`src/rtl/mux2_arb_pkg.sv`:
```
// Shared constants for the two-input stream arbiter: source encodings and FSM states.
// Source encoding matches the downstream 2-to-1 mux select (0 = A, 1 = B).
package mux2_arb_pkg;

  localparam logic SRC_A = 1'b0;
  localparam logic SRC_B = 1'b1;

  typedef enum logic {
    ST_EMPTY = 1'b0,
    ST_FULL  = 1'b1
  } arb_state_e;

endpackage : mux2_arb_pkg

```
`src/rtl/mux2_rr_grant.sv`:
```
// Combinational two-way grant: round-robin by default, A-priority when
// MUX2_ARB_FIXED_PRIO_EN is defined.
module mux2_rr_grant
  import mux2_arb_pkg::*;
(
  input  logic a_valid,
  input  logic b_valid,
  input  logic last_grant,
  output logic sel,
  output logic grant_any
);

  always_comb begin
    sel       = last_grant;
    grant_any = a_valid | b_valid;
    if (a_valid && b_valid) begin
`ifdef MUX2_ARB_FIXED_PRIO_EN
      sel = SRC_A;
`else
      sel = ~last_grant;
`endif
    end else if (a_valid) begin
      sel = SRC_A;
    end else if (b_valid) begin
      sel = SRC_B;
    end
  end

endmodule : mux2_rr_grant

```
`src/rtl/mux2_stream_arb.sv`:
```
// Arbitrates two valid/ready streams into one registered output stream and drives
// the mux select. Optional A-priority arbitration via MUX2_ARB_FIXED_PRIO_EN.
module mux2_stream_arb
  import mux2_arb_pkg::*;
#(
  parameter int WIDTH = 1
) (
  input  logic             clk,
  input  logic             rst_n,
  input  logic             a_valid,
  input  logic [WIDTH-1:0] a_data,
  output logic             a_ready,
  input  logic             b_valid,
  input  logic [WIDTH-1:0] b_data,
  output logic             b_ready,
  output logic             sel,
  output logic             out_valid,
  output logic [WIDTH-1:0] out_data,
  output logic             out_src,
  input  logic             out_ready
);

  arb_state_e       state_reg, state_next;
  logic             last_grant_reg, last_grant_next;
  logic [WIDTH-1:0] out_data_reg, out_data_next;
  logic             out_src_reg, out_src_next;

  logic             sel_w;
  logic             grant_any;
  logic             can_load;
  logic             load;
  logic [WIDTH-1:0] grant_data;

  mux2_rr_grant u_grant (
    .a_valid    (a_valid),
    .b_valid    (b_valid),
    .last_grant (last_grant_reg),
    .sel        (sel_w),
    .grant_any  (grant_any)
  );

  // Per-bit data steering mirrors the downstream single-bit mux.
  genvar gi;
  generate
    for (gi = 0; gi < WIDTH; gi++) begin : g_data_mux
      assign grant_data[gi] = (sel_w == SRC_B) ? b_data[gi] : a_data[gi];
    end
  endgenerate

  assign can_load = (state_reg == ST_EMPTY) || out_ready;
  assign load     = can_load && grant_any;

  // Readies are forced low while reset is asserted, independent of the clock.
  assign a_ready = rst_n && load && (sel_w == SRC_A) && a_valid;
  assign b_ready = rst_n && load && (sel_w == SRC_B) && b_valid;

  assign sel       = sel_w;
  assign out_valid = (state_reg == ST_FULL);
  assign out_data  = out_data_reg;
  assign out_src   = out_src_reg;

  always_comb begin
    state_next      = state_reg;
    last_grant_next = last_grant_reg;
    out_data_next   = out_data_reg;
    out_src_next    = out_src_reg;
    case (state_reg)
      ST_EMPTY: begin
        if (load) begin
          state_next      = ST_FULL;
          last_grant_next = sel_w;
          out_data_next   = grant_data;
          out_src_next    = sel_w;
        end
      end
      ST_FULL: begin
        // Drain and reload in one cycle keeps the stream bubble-free.
        if (load) begin
          last_grant_next = sel_w;
          out_data_next   = grant_data;
          out_src_next    = sel_w;
        end else if (out_ready) begin
          state_next = ST_EMPTY;
        end
      end
      default: state_next = ST_EMPTY;
    endcase
  end

  always_ff @(posedge clk or negedge rst_n) begin
    if (!rst_n) begin
      state_reg      <= ST_EMPTY;
      last_grant_reg <= SRC_B;
      out_data_reg   <= '0;
      out_src_reg    <= SRC_A;
    end else begin
      state_reg      <= state_next;
      last_grant_reg <= last_grant_next;
      out_data_reg   <= out_data_next;
      out_src_reg    <= out_src_next;
    end
  end

endmodule : mux2_stream_arb
```
`config.mk`:
```
export PLATFORM = sky130hd
export DESIGN_NAME = mux2_stream_arb
export DESIGN_NICKNAME = d
export VERILOG_FILES = /design/src/rtl/mux2_arb_pkg.sv /design/src/rtl/mux2_rr_grant.sv /design/src/rtl/mux2_stream_arb.sv
export SDC_FILE = /design/constraint.sdc
export NUM_CORES = 1
export LEC_CHECK = 0
export CORE_AREA = 8 8 45 47
export DETAILED_ROUTE_END_ITERATION = 8
export DIE_AREA = 0 0 53 55
export GPL_ROUTABILITY_DRIVEN = 0
export SYNTH_ARGS = -nofsm -noshare
export SYNTH_HDL_FRONTEND = slang
export SYNTH_SLANG_ARGS = --single-unit
```
`constraint.sdc`:
```
create_clock -name clk -period 3.1 [get_ports clk]
set_clock_uncertainty 0.05 [all_clocks]
set_input_delay 0.62 -clock clk [delete_from_list [all_inputs] [get_ports clk]]
set_output_delay 0.62 -clock clk [all_outputs]
set_load 0.05 [all_outputs]
```
==> metrics.txt <==
run status=finished, final reports clean; Required @ worst endpoint=2.43 ns; Tmin final=2.45 ns; crit path max fanout=9; Pwr Density=574 nW/um2; Slew Viols, Final=0; utilization after layout=about 30%; remaining routing DRC violations=0; die area=2920 um2; CTS root buf=clkbuf_4; critical path class=in -> out; CTS tree=done; nets=45; final hold vios=0; vias in the first global route=between 200 and 250; DR pass1 iterations=2; CTS buffer count=3; first-pass GRT wire length=959 um; CP Capture Type=output pin; # Max-Cap Violations=0; Setup crit start kind=input port; Worst EP arrival=~1.8 ns; vias post-DR=roughly 230; Post-CTS Resized=0; fillcell total=149; cells on worst reg2reg path=3; Post-CTS Setup Inserts=0; most frequent cells in the layout=clkdlybuf4s50_1 (9), a21oi_1 (3), clkbuf_4 (3), dfrtp_1 (3); Vias/cell=4.30; Final ANT Viol Nets=0; Slew @ Worst Pin=0.499 ns; Worst-path clk slew=0.03 ns; RSZ-0062 raised after global routing=no; H-tree Lvls=1; Rows=14; share of layout cells above drive strength 1=29.7%; die width=around 53 um; Detailed Route WL=635 um; Layout area overhead=73.4%; Die H=roughly 55 um; PortBufs=12; Post-Syn Nets=29; hold depth=2; drt first-iter violations=3; largest net degree at the start of global routing=10; antenna violations before repair=0; Synth Instances=22; maximum buffer depth of the clock tree=2; Worst Hold Class=reg -> reg; library cells used by synthesis=14; worst slack at placement=0.644 ns; Peak VDD IR=0.000155 V; Final period util=approximately four fifths; IO Pins=13; Setup-failing EPs final=0; Mapped Area=240 um2; Congestion Overflow GR=0; clk_lat worst skew=about 0.23 ns; wire per inst=12.0 um; GRT Total Usage=4.87%; Max transition margin=about two thirds; clk sinks=4; number of diodes=0; Setup TNS Final=0 ns; post-DP HPWL=about 460 um; setup ws final=0.652 ns; Synthesis Warnings=0; Placeable Area=between 1000 and 1500 um2; commonest non-fill, non-tap cell in the layout=clkdlybuf4s50_1; hold_buf cts=0; syn avg cell area=10.9 um2; #FFs+latches synth=4; sequential element share of the synthesized area=42.2%; fmax=408 MHz; leakage power=0.170 nW; initial core utilization=roughly 17%
-- final timing paths --
kind,from,end,slack [ns]
worst max-delay path,out_ready,a_ready,0.65
worst min-delay path,last_grant_reg$_DFFE_PN1P_,last_grant_reg$_DFFE_PN1P_,0.51
worst max register to register,last_grant_reg$_DFFE_PN1P_,out_data$_DFFE_PN0P_,1.95
worst min register to register,last_grant_reg$_DFFE_PN1P_,last_grant_reg$_DFFE_PN1P_,0.51
max in group asynchronous,rst_n,last_grant_reg$_DFFE_PN1P_,2.17
min in group asynchronous,rst_n,out_data$_DFFE_PN0P_,0.56
-- worst max-delay path: stages --
cell             delay, ns
clkdlybuf4s50_1       0.45
nand2b_1              0.27
and4_2                0.30
buf_12                0.14
-- cell usage after synthesis, drive strengths merged --
cell	n	share of area [%]
a21bo	1	4.2
or2	1	2.6
a41oi	1	6.8
buf	1	3.1
nand2	2	3.1
a31oi	2	5.2
and4	2	7.8
a21oi	3	6.2
dfrtp	3	31
nand3	1	2.1
dfstp	1	11
nand2b	4	17
-- layout make-up --
type / count / area, um2 / area share, %
Clock buffer: 4 / 26.3 / 6.31
Timing Repair Buffer: 12 / 138 / 33.0
Tap cell: 16 / 20.0 / 4.80
Multi-Input combinational cell: 17 / 131 / 31.5
Sequential cell: 4 / 101 / 24.3
-- cells by family (layout without fill, tap and decap cells) --
kind of cell           count (synthesis)  count (layout)  share of synthesized area [%]
and+or+nand+nor                       10              10                           32.3
buffers and inverters                  1              16                           3.13
AOI/OAI and AO/OA                      7               7                           22.4
DFF                                    4               4                           42.2
-- metal layers --
metal	GRT usage, %	up-vias	routed length, um
li1	-	112	-
met1	4.27	105	222
met2	6.64	11	313
met3	4.81	0	99
met4	3.88	0	0
met5	0	-	0
-- power by group --
group	switching (mW)	internal, mW
registers	0.00859	0.0634
logic	0.0567	0.0403
clock network	0.0220	0.0483
total	0.0873	0.152
-- per-stage QoR --
step	cell area (um2)	instances	power, mW	hold WS (ns)
after floorplan	240	22	0.134	0.274
after global placement	390	49	0.170	0.503
after detailed placement	390	49	0.169	0.495
after CTS	417	53	0.243	0.509
after global routing	417	53	0.257	0.524
final	417	53	0.239	0.505
No activity file was read; power rests on OpenSTA's default activity.
